[src/rtl/wb_scoreboard.sv]
// ---------------------------------------------------------------------------
// wb_scoreboard
//
// Writeback stage and register scoreboard sitting in front of the RV32I
// register file write port. Completed results from the execution units are
// buffered in a small FIFO and drained one per cycle into the register file.
// A busy bit per architectural register stalls issue on RAW/WAW hazards
// against writes that are still in flight.
//
// Configuration macro:
//   WB_SCOREBOARD_BYPASS_EN - when defined, a source register whose result is
//                             on the write port this cycle is not a hazard;
//                             fwd_rs*_o tells decode to take wb_data_o.
//
// Ports:
//   clk_i, rst_i          clock / synchronous active-low reset
//   iss_valid_i           decode presents an instruction
//   iss_ready_o           no hazard, issue accepted this cycle
//   iss_rs1_i/iss_rs2_i   source registers
//   iss_rd_i/iss_rd_we_i  destination register and its write enable
//   cmp_valid_i           execution unit presents a result
//   cmp_ready_o           completion FIFO has room
//   cmp_rd_i/cmp_data_i   result destination and value
//   wb_we_o/wb_addr_o/
//   wb_data_o             register file write port (FIFO head)
//   fwd_rs1_o/fwd_rs2_o   source must be taken from wb_data_o this cycle
//   err_o                 sticky: result arrived for a non-busy register
// ---------------------------------------------------------------------------
module wb_scoreboard #(
   parameter int FIFO_DEPTH = 4,
   parameter int XLEN       = 32
) (
   input  logic            clk_i,
   input  logic            rst_i,
   input  logic            iss_valid_i,
   output logic            iss_ready_o,
   input  logic [4:0]      iss_rs1_i,
   input  logic [4:0]      iss_rs2_i,
   input  logic [4:0]      iss_rd_i,
   input  logic            iss_rd_we_i,
   input  logic            cmp_valid_i,
   output logic            cmp_ready_o,
   input  logic [4:0]      cmp_rd_i,
   input  logic [XLEN-1:0] cmp_data_i,
   output logic            wb_we_o,
   output logic [4:0]      wb_addr_o,
   output logic [XLEN-1:0] wb_data_o,
   output logic            fwd_rs1_o,
   output logic            fwd_rs2_o,
   output logic            err_o
);

   localparam int             PTR_W   = $clog2(FIFO_DEPTH);
   localparam logic [PTR_W:0] PTR_ONE = 1;

   logic [31:0]     busy_q;
   logic [31:0]     busy_d;
   logic [4:0]      fifo_rd_q   [FIFO_DEPTH];
   logic [XLEN-1:0] fifo_data_q [FIFO_DEPTH];
   // Extra MSB on each pointer separates full from empty.
   logic [PTR_W:0]  wr_ptr_q;
   logic [PTR_W:0]  rd_ptr_q;
   logic            err_q;

   logic            empty;
   logic            full;
   logic            push;
   logic            pop;
   logic            iss_fire;
   logic            cmp_fire;
   logic [4:0]      head_rd;
   logic [XLEN-1:0] head_data;
   logic            byp_rs1;
   logic            byp_rs2;
   logic            haz;

   assign empty     = (wr_ptr_q == rd_ptr_q);
   assign full      = (wr_ptr_q[PTR_W] != rd_ptr_q[PTR_W]) &&
                      (wr_ptr_q[PTR_W-1:0] == rd_ptr_q[PTR_W-1:0]);
   assign head_rd   = fifo_rd_q[rd_ptr_q[PTR_W-1:0]];
   assign head_data = fifo_data_q[rd_ptr_q[PTR_W-1:0]];

   // Drain whenever anything is queued; the register file always accepts.
   assign pop       = !empty;
   assign cmp_fire  = cmp_valid_i && !full;
   // Results for x0 are accepted but thrown away.
   assign push      = cmp_fire && (cmp_rd_i != 5'd0);

   // Write port: head of the FIFO, forced to zero when idle.
   always_comb begin
      wb_we_o   = !empty;
      wb_addr_o = 5'd0;
      wb_data_o = '0;
      if (!empty) begin
         wb_addr_o = head_rd;
         wb_data_o = head_data;
      end
   end

   // Bypass: the value a busy source is waiting for is on the write port now.
   always_comb begin
      byp_rs1 = 1'b0;
      byp_rs2 = 1'b0;
`ifdef WB_SCOREBOARD_BYPASS_EN
      byp_rs1 = wb_we_o && (wb_addr_o == iss_rs1_i) && (iss_rs1_i != 5'd0);
      byp_rs2 = wb_we_o && (wb_addr_o == iss_rs2_i) && (iss_rs2_i != 5'd0);
`endif
   end

   assign fwd_rs1_o   = byp_rs1;
   assign fwd_rs2_o   = byp_rs2;

   // The WAW term on rd is never bypassed: the old write must land first.
   assign haz         = (busy_q[iss_rs1_i] && !byp_rs1) ||
                        (busy_q[iss_rs2_i] && !byp_rs2) ||
                        (iss_rd_we_i && busy_q[iss_rd_i]);
   assign iss_ready_o = !haz;
   assign iss_fire    = iss_valid_i && iss_ready_o;
   assign cmp_ready_o = !full;
   assign err_o       = err_q;

   // Clear on pop, then set on issue; the two never target the same register
   // because issue stalls while rd is busy.
   // NOTE: combinational blocks use blocking '=' with a default assignment
   // first, so every path assigns every bit and no latch is inferred.
   always_comb begin
      busy_d = busy_q;
      if (pop) begin
         busy_d[head_rd] = 1'b0;
      end
      if (iss_fire && iss_rd_we_i && (iss_rd_i != 5'd0)) begin
         busy_d[iss_rd_i] = 1'b1;
      end
      busy_d[0] = 1'b0;
   end

   // NOTE: sequential state uses non-blocking '<=' so all registers update
   // from the same pre-edge values regardless of statement order.
   always_ff @(posedge clk_i) begin
      if (!rst_i) begin
         busy_q   <= '0;
         wr_ptr_q <= '0;
         rd_ptr_q <= '0;
         err_q    <= 1'b0;
      end else begin
         busy_q <= busy_d;
         if (push) begin
            wr_ptr_q <= wr_ptr_q + PTR_ONE;
         end
         if (pop) begin
            rd_ptr_q <= rd_ptr_q + PTR_ONE;
         end
         if (push && !busy_q[cmp_rd_i]) begin
            err_q <= 1'b1;
         end
      end
   end

   // NOTE: the FIFO storage has no reset; the pointers alone define which
   // entries are valid, so stale contents are never observed.
   always_ff @(posedge clk_i) begin
      if (push) begin
         fifo_rd_q[wr_ptr_q[PTR_W-1:0]]   <= cmp_rd_i;
         fifo_data_q[wr_ptr_q[PTR_W-1:0]] <= cmp_data_i;
      end
   end

endmodule

[config.mk]
export PLATFORM = sky130hd
export DESIGN_NAME = wb_scoreboard
export DESIGN_NICKNAME = d
export VERILOG_FILES = /design/src/rtl/wb_scoreboard.sv
export SDC_FILE = /design/constraint.sdc
export NUM_CORES = 1
export LEC_CHECK = 0
export ABC_AREA = 1
export CORE_ASPECT_RATIO = 1.25
export CORE_MARGIN = 4
export CORE_UTILIZATION = 61
export CTS_CLUSTER_DIAMETER = 60
export CTS_CLUSTER_SIZE = 16
export DETAILED_ROUTE_END_ITERATION = 10
export PLACE_DENSITY = 0.85
export SETUP_SLACK_MARGIN = 0.02
export SKIP_LAST_GASP = 1
export SLEW_MARGIN = 20
export SYNTH_ARGS = -nofsm -noshare
export SYNTH_HDL_FRONTEND = slang
export SYNTH_SLANG_ARGS = --single-unit
[constraint.sdc]
create_clock -name clk_i -period 10.3 [get_ports clk_i]
set_clock_uncertainty 0.15 [all_clocks]
set_input_delay 2.06 -clock clk_i [delete_from_list [all_inputs] [get_ports clk_i]]
set_output_delay 2.06 -clock clk_i [all_outputs]
set_load 0.005 [all_outputs]
# == Word level (Yosys, flattened, before mapping) ==
# Memories as Yosys holds them, arrays and structs flattened. A register that Yosys moved wholly into a read port is not among the register bits.
# Index checks and enable logic that the tools add are counted.
# Widths: inputs -> output; s select.
# op_classes
n_addsub,2
n_lt_le_gt_ge,7
n_eq_ne,3
muxes,22
n_bitwise,3
reduce_logical,18
# op_table
operator,count
$mux 32,3
$and 32x32->32,1
$not 32->32,1
$or 32x32->32,1
$lt 5x6->1 const B,5
$bmux 1 s5,4
$demux 1 s5,2
$ge 5x1->1 const B,2
$logic_and 1x1->1,10
$reduce_bool 5->1,2
$mux 1,8
$mux 2,4
$add 3x1->3 const B,2
$mux 5,1
$logic_not 1->1,4
$eq 3x3->1,1
$eq 2x2->1,1
$logic_or 1x1->1,2
$ne 1x1->1,1
# totals
reg_bits,39
ramBits,148
output_inout_bits,43
word_cells,62
mem_count,2
# mem_list
name,depth,word_bits,read_ports,rd_ports_with_merged_regs,wr,line_no,source
fifo_data_q,4,32,1,1,1,59,logic [XLEN-1:0] fifo_data_q [FIFO_DEPTH];
fifo_rd_q,4,5,1,1,1,58,logic [4:0] fifo_rd_q [FIFO_DEPTH];

# == Depth between registers and ports, before layout ==
# logic_depth
word_depth,9
ltp_mapped,15

# == Worst setup path before layout ==
# Ideal clock, no wire load.
# synth_path
kind,input to output
start,in iss_rd_i[0]
end,out iss_ready_o
arrival_time_ns,3.131
t_required_ns,8.090
path_slack_ns,4.959
cell_stages,11
n_path_buf,3
cell_sequence,buf_6 buf_6 nor2_1 nand2_1 nand3_1 nand2_1 nand2_1 nor2_1 a21boi_1 nor2_4 buf_6
# synth_between
elab_chain_cells,5
# synth_rtl
element,line_no,source
from (decl),39,"input logic [4:0] iss_rd_i,"
$bmux 1 s5,116,(iss_rd_we_i && busy_q[iss_rd_i]);
$mux 1 (implied by the code),116,
$logic_and 1x1->1,116,
$logic_or 1x1->1,115,(busy_q[iss_rs2_i] && !byp_rs2) ||
$logic_not 1->1,117,assign iss_ready_o = !haz;
to (decl),36,"output logic iss_ready_o,"
# Every way passes these cells. The select of a mux whose other input is x is not followed.

# == Worst setup path after layout ==
# Ends and elaborated chain as after synthesis.

==> qor.tcl <==
set qor(run_status) {finished clean}
set qor(post_place_cell_area_um2) 10100
set qor(areaGrowthSynthToFinish_pct) 17.0
set qor(timing.critical_path.from_type) {input port}
set qor(antenna_found_initial) 0
set qor(cts_root_buf) {sky130_fd_sc_hd__clkbuf_16}
set qor(count_of_flip_flops_with_a_built_in_enable_after_synthesis) 148
set qor(grt_start_max_net_pins) 76
set qor(drtAntennaViolNets) 0
set qor(netlist_area_um2) 9090
set qor(max-cap-violations) 0
set qor(drive_gt1_share_pct) 5.82
set qor(avgViaCountPerCell) 5.93
set qor(power_mw) 2.26
set qor(maximum_frequency_from_static_timing_analysis_mhz) 136
set qor(tightestPinTransition_ns) 1.07
set qor(avgSynthCellArea_um2) 8.96
set qor(place.detailed.hpwl_um) 15100
set qor(clock_tree_from_tritoncts) {yes}
set qor(die_h_um) 144
set qor(critical_path.most_common_cell) {sky130_fd_sc_hd__nand2_1}
set qor(relSlewSlack_pct) 28.8
set qor(timing.final.ws_setup_ns) 2.97
set qor(synth_cells) 1015
set qor(numCtsBuffers) 17
set qor(starting_utilization_of_the_core_area_pct) 62.6
set qor(place_worst_setup_slack_ns) 3.03
set qor(yosys_register_bits) 188
set qor(final-instance-count-excl-fill) 1277
set qor(hold_slack_ns) 0.330
set qor(sequential_area_share_after_synthesis_pct) 57.7
set qor(setup.worst_path.end_class) {output pin}
set qor(cts_sinks) 188
set qor(cts-hold-fix-buffers) 0
set qor(antenna_cells_inserted) 0
set qor(track_usage_pct) 28.9
set qor(worstPathMaxFanout) 32
set qor(most-common-layout-cells) {sky130_fd_sc_hd__nand2_1, sky130_fd_sc_hd__edfxtp_1, sky130_fd_sc_hd__o21ai_0}
set qor(post-route-period-util_pct) 71.1
set qor(detail_route.drc_violations) 0
set qor(synth-warning-count) 0
set qor(timing.critical_path.slowest_stage_cell) {sky130_fd_sc_hd__clkdlybuf4s50_1}
set qor(drt_pass1_iterations) 5
set qor(placedCellCount) 1245
set qor(clock_tree.htree_level_count) 4
set qor(finalCriticalPeriod_ns) 7.33
set qor(power.density_cell_area_nw_per_um2) 212
set qor(globalRoute.totalOverflow) 0
set qor(post_cts.resized_instances) 0
set qor(vias) 7567
set qor(rsz0062_at_grt) {no}
set qor(vias_in_the_first_global_route) 7266
set qor(dr.first_iter.drc_count) 846
set qor(final-hold-violation-count) 0
set qor(cts_max_path_buffers) 2
set qor(async_flop_share_pct) 0
set qor(worst_path_largest_cell_delay_ns) 1.04
set qor(synth_top_flop_cell) {sky130_fd_sc_hd__edfxtp_1}
set qor(cts.reportedPaths.clkPinSlew_ns) 0.07
set qor(placement.io_buffers) 97
set qor(final_nets) 1148
set qor(maxSlewViolCount) 0
set qor(holdCritPathClass) {register to register}
set qor(core_region_area_um2) 14500
set qor(critical_path_class) {input port to output pin}
set qor(worst_skew_pair.late_latency_ns) 0.43
set qor(detail_route.wirelength_um) 24000
set qor(rows) 49
set qor(num_io_pins) 100
set qor(path_cells) {clkdlybuf4s50_1, inv_2, nand2_1, nand2_1, nand2_1, nand2_1, nand2_1, nand2_1, nor2_1, a21boi_1, nor2_4, clkdlybuf4s50_1}
set qor(wl_per_cell_um) 18.8
set qor(setup_total_negative_slack_ns) 0
set qor(grt_first_pass_wirelength_um) 37000
set qor(setup_viol) 0
set qor(layout.cell_area.non_filler_um2) 10600
set qor(synth_cell_types) 32
set qor(chipWidth_um) 117
set qor(ir_worst_vdd_v) 0.000122
set qor(finalWeightedCongestion) 1.02
set qor(fin_util_pct) 73.2
set qor(crit_arrival_ns) 5.12
set qor(cts_setup_buffers) 0
set qor(leakage_nw) 4.01
set qor(die-area_um2) 16900
set qor(layout.cells.most_common) {sky130_fd_sc_hd__nand2_1}
set qor(critPathRequiredTime_ns) 8.09
metal layers:
metal | vias up | GRT usage (%) | share of wire (%)
met5 | - | 0 | 0
met4 | 0 | 19.2 | 6.1
met3 | 107 | 4.94 | 7.7
met2 | 402 | 48.4 | 50
met1 | 3479 | 33.8 | 36
li1 | 3579 | - | -
area by class of cell:
cell class,count,area (um2)
fill,1015,3900
clock buffer,17,425
tap,178,223
sequential,188,5250
inverter,115,434
clock inverter,15,134
multi-input combinational,659,3140
timing repair buffer,105,1030
sequential cells by signal, indices dropped and copies added (netlist names), named ones only:
name / count
rd_ptr_q: 3
wr_ptr_q: 3
busy_q: 31
err_o: 1
fifo_data_q: 128
fifo_rd_q: 20
synthesized netlist by cell type, types with 2 or more instances:
| library cell | number | area share (%) |
|---|---|---|
| sky130_fd_sc_hd__o21ai_0 | 116 | 6.4 |
| sky130_fd_sc_hd__xnor2_1 | 3 | 0.29 |
| sky130_fd_sc_hd__buf_1 | 3 | 0.12 |
| sky130_fd_sc_hd__buf_4 | 5 | 0.41 |
| sky130_fd_sc_hd__nor3_1 | 9 | 0.50 |
| sky130_fd_sc_hd__edfxtp_1 | 148 | 49 |
| sky130_fd_sc_hd__a32oi_1 | 4 | 0.39 |
| sky130_fd_sc_hd__clkbuf_1 | 26 | 1.1 |
| sky130_fd_sc_hd__o22ai_1 | 33 | 2.3 |
| sky130_fd_sc_hd__a21oi_1 | 58 | 3.2 |
| sky130_fd_sc_hd__inv_1 | 110 | 4.5 |
| sky130_fd_sc_hd__buf_2 | 9 | 0.50 |
| sky130_fd_sc_hd__o211ai_1 | 2 | 0.17 |
| sky130_fd_sc_hd__inv_2 | 2 | 0.083 |
| sky130_fd_sc_hd__nand2_1 | 198 | 8.2 |
| sky130_fd_sc_hd__clkinv_1 | 2 | 0.083 |
| sky130_fd_sc_hd__nand3_1 | 93 | 5.1 |
| sky130_fd_sc_hd__o21ai_1 | 9 | 0.50 |
| sky130_fd_sc_hd__nor2_1 | 110 | 4.5 |
| sky130_fd_sc_hd__buf_6 | 11 | 1.4 |
| sky130_fd_sc_hd__dfxtp_1 | 40 | 8.8 |
| sky130_fd_sc_hd__nand3_2 | 10 | 1.1 |
| sky130_fd_sc_hd__ha_1 | 5 | 0.69 |
worst paths after layout:
check              startpoint           to  slack, ns  cells past startpoint
hold reg to reg     busy_q[6]    busy_q[6]       0.33                      2
setup reg to reg     register   busy_q[16]       7.19                      9
hold / removal      busy_q[6]    busy_q[6]       0.33                      2
setup / recovery  iss_rd_i[0]  iss_ready_o       2.97                     12
power by group:
group | switching (mW) | internal (mW)
Clock | 0.300 | 0.318
Sequential | 0.0149 | 0.865
Combinational | 0.453 | 0.304
Total | 0.768 | 1.49
worst max-delay path: cells and delay by family:
family | cells | cell delay (ns)
AND/OR/NAND/NOR | 8 | 1.12
AO/OA/AOI/OAI | 1 | 0.10
buffers and inverters | 3 | 1.83
logic make-up after synthesis:
logic type                 share of synthesized area, %
xor gates and xnor gates                          0.289
DFF                                                57.7
buffers and inverters                              8.25
adders and majority gates                         0.688
and+or+nand+nor                                    19.8
other                                            0.0413
AOI/OAI and AO/OA                                  13.3
Power figures use the tool's default switching activity.
